File: src/rtl/output_gpio_stream.sv
// Pixel output streamer: accepts LANES-wide pixel words over valid/ready and
// serialises them one pixel per transfer, each tagged with its frame address.
module output_gpio_stream #(
    parameter int PIXEL_W = 8,
    parameter int LANES   = 4,
    parameter int IMG_W   = 400,
    parameter int IMG_H   = 400,
    parameter int ADDR_W  = 18,
    parameter int REVERSE = 0
) (
    input  logic                       clk,
    input  logic                       rst,
    input  logic                       start,
    input  logic                       in_valid,
    input  logic [LANES*PIXEL_W-1:0]   in_data,
    output logic                       in_ready,
    input  logic                       out_ready,
    output logic                       out_valid,
    output logic [PIXEL_W-1:0]         out_pixel,
    output logic [ADDR_W-1:0]          out_addr,
    output logic                       busy,
    output logic                       done
);

    localparam int     TOTAL    = IMG_W * IMG_H;
    localparam int     LANE_W   = (LANES > 1) ? $clog2(LANES) : 1;
    localparam longint CAPACITY = 64'd1 << ADDR_W;
    localparam longint NEEDED   = longint'(IMG_W) * longint'(IMG_H);

    localparam logic [LANE_W-1:0] LAST_LANE  = LANE_W'(LANES - 1);
    localparam logic [ADDR_W-1:0] FIRST_ADDR = (REVERSE != 0) ? ADDR_W'(TOTAL - 1) : ADDR_W'(0);
    localparam logic [ADDR_W-1:0] FINAL_ADDR = (REVERSE != 0) ? ADDR_W'(0) : ADDR_W'(TOTAL - 1);

    if (LANES < 1) begin : g_badLanes
        $error("output_gpio_stream: LANES must be at least 1");
    end
    if (CAPACITY < NEEDED) begin : g_badAddrW
        $error("output_gpio_stream: ADDR_W too small for IMG_W*IMG_H");
    end

    typedef enum logic [1:0] {
        S_IDLE = 2'd0,
        S_RUN  = 2'd1,
        S_DONE = 2'd2
    } state_e;

    state_e                     state_q, state_d;
    logic [LANES*PIXEL_W-1:0]   pixelBuf_q, pixelBuf_d;
    logic                       full_q, full_d;
    logic [LANE_W-1:0]          laneIdx_q, laneIdx_d;
    logic [ADDR_W-1:0]          addrCnt_q, addrCnt_d;

    logic xfer;
    logic accept;
    logic lastLane;
    logic lastPixel;

    always_ff @(posedge clk or negedge rst) begin
        if (!rst) begin
            state_q    <= S_IDLE;
            pixelBuf_q <= '0;
            full_q     <= 1'b0;
            laneIdx_q  <= '0;
            addrCnt_q  <= FIRST_ADDR;
        end else begin
            state_q    <= state_d;
            pixelBuf_q <= pixelBuf_d;
            full_q     <= full_d;
            laneIdx_q  <= laneIdx_d;
            addrCnt_q  <= addrCnt_d;
        end
    end

    // The buffer shifts down one lane per transfer, so lane 0 of the live
    // word is always in the low bits.
    always_comb begin
        out_valid = (state_q == S_RUN) && full_q;
        out_pixel = out_valid ? pixelBuf_q[PIXEL_W-1:0] : '0;
        out_addr  = out_valid ? addrCnt_q : '0;
        busy      = (state_q == S_RUN);
        done      = (state_q == S_DONE);

        xfer      = out_valid && out_ready;
        lastLane  = (laneIdx_q == LAST_LANE);
        lastPixel = (addrCnt_q == FINAL_ADDR);

        // Refill during the last-lane transfer keeps one pixel per cycle, but
        // never past the final pixel of the frame.
        in_ready  = (state_q == S_RUN) && (!full_q || (xfer && lastLane && !lastPixel));
        accept    = in_valid && in_ready;
    end

    always_comb begin
        state_d    = state_q;
        pixelBuf_d = pixelBuf_q;
        full_d     = full_q;
        laneIdx_d  = laneIdx_q;
        addrCnt_d  = addrCnt_q;

        unique case (state_q)
            S_IDLE, S_DONE: begin
                if (start) begin
                    state_d   = S_RUN;
                    addrCnt_d = FIRST_ADDR;
                    full_d    = 1'b0;
                    laneIdx_d = '0;
                end
            end

            S_RUN: begin
                if (xfer && lastPixel) begin
                    // Any lanes left over after the final pixel are dropped.
                    state_d   = S_DONE;
                    full_d    = 1'b0;
                    laneIdx_d = '0;
                end else begin
                    if (xfer) begin
                        if (REVERSE != 0) begin
                            addrCnt_d = addrCnt_q - ADDR_W'(1);
                        end else begin
                            addrCnt_d = addrCnt_q + ADDR_W'(1);
                        end
                        pixelBuf_d = pixelBuf_q >> PIXEL_W;
                        if (lastLane) begin
                            full_d    = 1'b0;
                            laneIdx_d = '0;
                        end else begin
                            laneIdx_d = laneIdx_q + LANE_W'(1);
                        end
                    end
                    if (accept) begin
                        pixelBuf_d = in_data;
                        full_d     = 1'b1;
                        laneIdx_d  = '0;
                    end
                end
            end

            default: begin
                state_d = S_IDLE;
            end
        endcase
    end

endmodule

File: config.mk
export PLATFORM = sky130hd
export DESIGN_NAME = output_gpio_stream
export DESIGN_NICKNAME = d
export VERILOG_FILES = /design/src/rtl/output_gpio_stream.sv
export SDC_FILE = /design/constraint.sdc
export NUM_CORES = 1
export LEC_CHECK = 0
export CAP_MARGIN = 30
export CORE_MARGIN = 10
export CORE_UTILIZATION = 46
export CTS_CLUSTER_DIAMETER = 40
export DETAILED_ROUTE_END_ITERATION = 10
export GPL_TIMING_DRIVEN = 0
export MAX_ROUTING_LAYER = met4
export PLACE_DENSITY = 0.77
export SLEW_MARGIN = 20
export SYNTH_ARGS = -nofsm -noshare
export SYNTH_HDL_FRONTEND = slang
export SYNTH_SLANG_ARGS = --single-unit
File: constraint.sdc
create_clock -name clk -period 2.3 [get_ports clk]
set_clock_uncertainty 0.2 [all_clocks]
set_input_delay 0.345 -clock clk [delete_from_list [all_inputs] [get_ports clk]]
set_output_delay 0.345 -clock clk [all_outputs]
set_load 0.03 [all_outputs]
; ---- Word-level counts from Yosys, hierarchy flattened
; Index checks and enable logic that the tools add are counted.
[classes]
n_addsub = 2
eq_ne = 10
muxes = 23
bitwise_logic = 1
reduce_logical = 19
[op_table]
columns = op, count
row1 = 18-bit two-way mux, 4
row2 = 32-bit two-way mux, 2
row3 = 18-bit one-hot mux with 2 select lines, 1
row4 = "18-bit by 1-bit adder with 18-bit output, second input constant", 1
row5 = "18-bit == test, second input constant", 1
row6 = 2-bit two-way mux, 7
row7 = 8-bit two-way mux, 1
row8 = "4-bit by 1-bit != test with 1-bit output, second input constant", 2
row9 = 2-bit one-hot mux with 2 select lines, 2
row10 = 4-bit AND reduction, 2
row11 = 1-bit logical AND, 7
row12 = 3-bit AND reduction, 2
row13 = 1-bit two-way mux, 5
row14 = "2-bit == test, second input constant", 2
row15 = "2-bit by 1-bit != test with 1-bit output, second input constant", 2
row16 = "2-bit != test, second input constant", 2
row17 = 2-bit nonzero test, 2
row18 = "2-bit by 1-bit adder with 2-bit output, second input constant", 1
row19 = "2-bit by 1-bit == test with 1-bit output, second input constant", 1
row20 = 1-bit logical NOT, 2
row21 = 2-bit logical NOT, 1
row22 = 1-bit one-hot mux with 2 select lines, 1
row23 = 2-bit AND reduction, 1
row24 = 2-bit OR reduction, 1
row25 = 2 further kinds, 2
[word_totals]
regBits = 55
output_inout_bits = 30

; ---- Longest topological paths before layout
[logic_depth]
depth_word = 11
depth_mapped = 7
depth_no_buf = 6

; ---- Least setup slack after synthesis
; No wires, ideal clock.
[synth_path]
path_kind = flip-flop to output port
startpoint = register state_q[1]
endpoint = output port out_addr[10]
arrival_ps = 1721
required_ps = 1755
setup_slack_ps = 34
path_stages_with_launch = 5
n_path_buf = 2
cell_sequence = dfrtp_1 -> and2b_1 -> clkbuf_1 -> clkbuf_1 -> and3_1
[synth_via]
elab_chain_len = 3
[synth_lines]
columns = element, line
row1 = from (decl), 47  ; state_e state_q, state_d;
row2 = from (signal assigned), 66  ; state_q <= state_d;
row3 = 2-bit by 1-bit == test with 1-bit output, --
row4 = net busy, 21  ; output logic busy,
row5 = 1-bit logical AND, 77  ; out_valid = (state_q == S_RUN) && full_q;
row6 = 18-bit two-way mux, 79  ; out_addr = out_valid ? addrCnt_q : '0;
row7 = to (decl), 20  ; output logic [ADDR_W-1:0] out_addr,
; The timed path passes the listed nets, and every way through them passes these cells.

; ---- Worst setup path after layout
[layout_path]
startpoint = register addrCnt_q[9]
endpoint = output port in_ready
[layout_via]
elab_chain_len = 5
[layout_lines]
columns = element, line
row1 = from (decl), 51  ; logic [ADDR_W-1:0] addrCnt_q, addrCnt_d;
row2 = from (signal assigned), 70  ; addrCnt_q <= addrCnt_d;
row3 = 18-bit == test, 85  ; lastPixel = (addrCnt_q == FINAL_ADDR);
row4 = 1-bit logical NOT, 89  ; in_ready = (state_q == S_RUN) && (!full_q || (xfer && lastLane && !lastPixel));
row5 = 1-bit logical AND, 89
row6 = 1-bit logical OR, 89
row7 = 1-bit logical AND, 89
row8 = to (decl), 16  ; output logic in_ready,
; No other way between the ends.

==> qor.txt <==
=====================================================================================
Status                                                                   complete, but fails checks
Violations in the final reports                                          setup timing
Logic pwr share                                                                 49.2%
Worst r2r dst                                                            pixelBuf_q[1]
Total number of yosys warnings                                                      0
Clock transition at path regs                                                 0.10 ns
Slew at the pin with the worst max-slew slack                               0.7076 ns
Source-to-sink clock delay at the later pin of the worst-skew pair            0.31 ns
Die width                                                                    100.8 um
CP Data Required Time                                                         1.75 ns
Hold violation count in the final report                                            0
Critical path startpoint                                                 addrCnt_q[9]
Critical path start-end classification                                     reg -> out
H-tree depth reported by CTS                                                        2
Number of antenna violations at the first check in global routing                   0
Portion of the post-synthesis area used by sequential elements                 45.85%
Endpoint type of the worst setup path                                    primary output
DRC violation count after routing                                                   0
Remaining antenna violation count after routing                                     0
Worst EP arrival                                                              1.78 ns
Worst min-delay path category                                              reg -> reg
Largest net degree at the start of global routing                                  56
Post-route core utilization                                                    65.58%
Internal power                                                             0.002557 W
Power dissipated by switching net loads                                    0.001394 W
Placement-stage cell area                                                0.003756 mm2
Worst vdd rail ir drop                                                      0.6041 mV
CTS buffer count                                                                    5
Number of max-capacitance violations reported                                       0
Top_reg_cell synth                                                            dfrtp_1
Post-synth top area cell                                                      dfrtp_1
Fraction of power consumed by sequential logic                                  36.9%
Share of the clock period used by the worst path after layout                  101.1%
Setup WS post-layout                                                      -0.02470 ns
Antenna diodes                                                                      0
Switching power share of the total                                             35.29%
Highest-count cells in the layout ignoring fill and taps                 dfrtp_1 (52), clkdlybuf4s50_1 (36), mux2_2 (29), and3_1 (27), buf_4 (25)
Global-route usage over all layers                                             15.06%
Instance count on the critical path                                                 6
Detailed Route WL                                                             7999 um
Unrepaired setup endpoints after global routing                                  true
Maximum clock insertion buffer count                                                2
Number of fillers in the final layout                                             493
Std cell rows                                                                      29
Gr ovfl total                                                                       0
Synthesized flop and latch total                                                   55
Count of clock tree sinks                                                          55
Aggregate negative setup slack                                            -0.04808 ns
Worst reg2reg startpoint                                                 addrCnt_q[13]
Number of nets at the end of the flow                                             392
Clock Power Share                                                               14.0%
Kind of start point of the critical path                                     register
Last weighted congestion value of the routability-driven placer                0.9023
Critical path peak fanout                                                           7
Register-to-register setup slack                                             -0.02 ns
Number of buffer cells added on primary ports                                      66
Share of layout cells above drive strength 1                                   38.14%
Max frequency                                                               430.2 MHz
Fin crit period                                                              2.325 ns
Cells after synthesis                                                             259
Largest cells by area after synthesis                                    dfrtp_1 (46%), mux2_2 (12%), mux2_4 (9.0%)
CTS tree                                                                        built
Crit path buf inv count                                                             2
Crit path cell chain                                                     nor3_2 > and3_1 > buf_6 > a21boi_2 > o21a_1 > buf_6
Sum of net half-perimeters after detailed placement                           5316 um
Top cell family by delay on the critical path                              flip-flops
Io pins                                                                            67
Wire length of the first global-routing pass                                12,070 um
Power density over cell area                                             948.8 mW/mm2
Number of vias after detailed routing                                           2,457
Critical path destination                                                    in_ready
Clock root cell                                                              clkbuf_8
Layout-stage area growth over the synthesis result                             38.72%
Post-route cell area                                                     0.004164 mm2
Number of max-slew violations in the final report                                   0
Most frequent standard cell in the layout excluding fill and tap cells        dfrtp_1
Crit path largest cell delay                                                  0.47 ns
Initial DRC count                                                                 158
Cell with the most instances on the worst path                                  buf_6
Die area                                                                  0.01016 mm2
Number of endpoints failing setup at the final stage                                6
Unique cell type count in the Yosys netlist                                        42
Number of nets produced by synthesis                                              298
Mean post-synth cell area                                                   11.59 um2
Mapped Area                                                              0.003002 mm2
Routed wire per std cell                                                     18.56 um
Number of global-route vias before repair                                       2,400
Via density per instance                                                        5.701
Initial cell density of the core                                               47.27%
Async set or reset register ratio after synthesis                              100.0%
Leakage                                                                      1.907 nW
Core Area                                                                0.006350 mm2
Iteration count of the initial detailed-routing pass                                4
Slowest library cell on the worst path                                        dfrtp_1
Share of Yosys cell area claimed by the top area cell type                     45.85%
Die height                                                                   100.8 um
Slew HR                                                                        52.83%
Cell count of the worst reg-to-reg path                                             7
Number of enable flip-flop cells after synthesis                                    0
=====================================================================================
## cells in the mapped netlist (all sizes together) (2+ instances only)
cell type	count
nor3	4
xnor2	7
o21ai	7
nor4b	2
ha	2
and2	3
nand2	8
buf	7
nand4	8
a21oi	10
mux2	49
and3	28
xor2	3
a22o	10
a31oi	2
a21o	2
nor2	13
clkbuf	8
or3	4
or4	2
nor2b	2
inv	4
nand3	7
dfrtp	55
## timing repair
action / in CTS / in global routing
endpoints found under the hold margin: 55 / 0
cloned: 0 / 1
hold buffers: 1 / 0
resized for setup: 128 / 29
pin swaps: 5 / 5
buffers inserted: 9 / 10
setup endpoints to repair: 62 / 58
## routing by layer
layer	vias up	track usage, %	routed length (um)
li1	1142	-	-
met1	1235	17.87	3323
met2	66	25.41	4172
met3	14	2.538	359
met4	0	4.674	144
met5	-	-	0
## final cells by class
class	count	area, um2	area share [%]
buffer	15	146.4	3.516
multi-input combinational	185	1587	38.10
sequential	55	1380	33.14
inverter	4	15.01	0.3606
clock buffer	6	72.57	1.743
tap	77	96.34	2.314
clock inverter	2	16.27	0.3906
timing repair buffer	87	850.8	20.43
## power by group through the flow
| stage | Sequential, W | Clock, W | Combinational (W) |
|---|---|---|---|
| after floorplan | 0.00141 | 0 | 0.00128 |
| after global placement | 0.00145 | 0 | 0.00173 |
| after detailed placement | 0.00147 | 0 | 0.00177 |
| after CTS | 0.00145 | 0.000564 | 0.00184 |
| after global routing | 0.00150 | 0.000604 | 0.00207 |
| final | 0.00146 | 0.000551 | 0.00194 |
## state kept, by name (all words and copies together), names as in the netlist
register and cells:
pixelBuf_q 32, addrCnt_q 18, laneIdx_q 2, state_q 2, full_q 1
## through the flow
stage,hold slack (ns),power [W],cells,setup WS (ns)
2_1_floorplan,-0.1506,0.002685,259,0.03387
3_3_place_gp,0.2796,0.003179,402,-1.036
3_5_place_dp,0.2472,0.003240,402,-0.5708
4_1_cts,0.3116,0.003853,420,-0.05504
5_1_grt,0.3221,0.004175,431,-0.1038
6_report,0.3100,0.003951,431,-0.02470
## kinds of logic (layout without fill, tap and decap cells)
group	count (synthesis)	after routing	share of synthesized area (%)
compound gates	37	37	9.296
xor+xnor	10	10	2.918
fa+ha+maj	2	2	0.8335
buf+inv	19	114	3.543
flops	55	55	45.85
mux	50	50	20.97
simple gates	86	86	16.59
## how the worst min path moves through the flow
stage | startpoint | to | slack, ns | cells after the start
after detailed placement | rst | addrCnt_q[13] | 0.25 | 1
after global placement | pixelBuf_q[7] | pixelBuf_q[7] | 0.28 | 1
after CTS | pixelBuf_q[6] | pixelBuf_q[6] | 0.31 | 1
after global routing | pixelBuf_q[7] | pixelBuf_q[7] | 0.32 | 1
after floorplan | rst | addrCnt_q[0] | -0.15 | 0
final | pixelBuf_q[7] | pixelBuf_q[7] | 0.31 | 1
(Power assumes the default switching activity.)
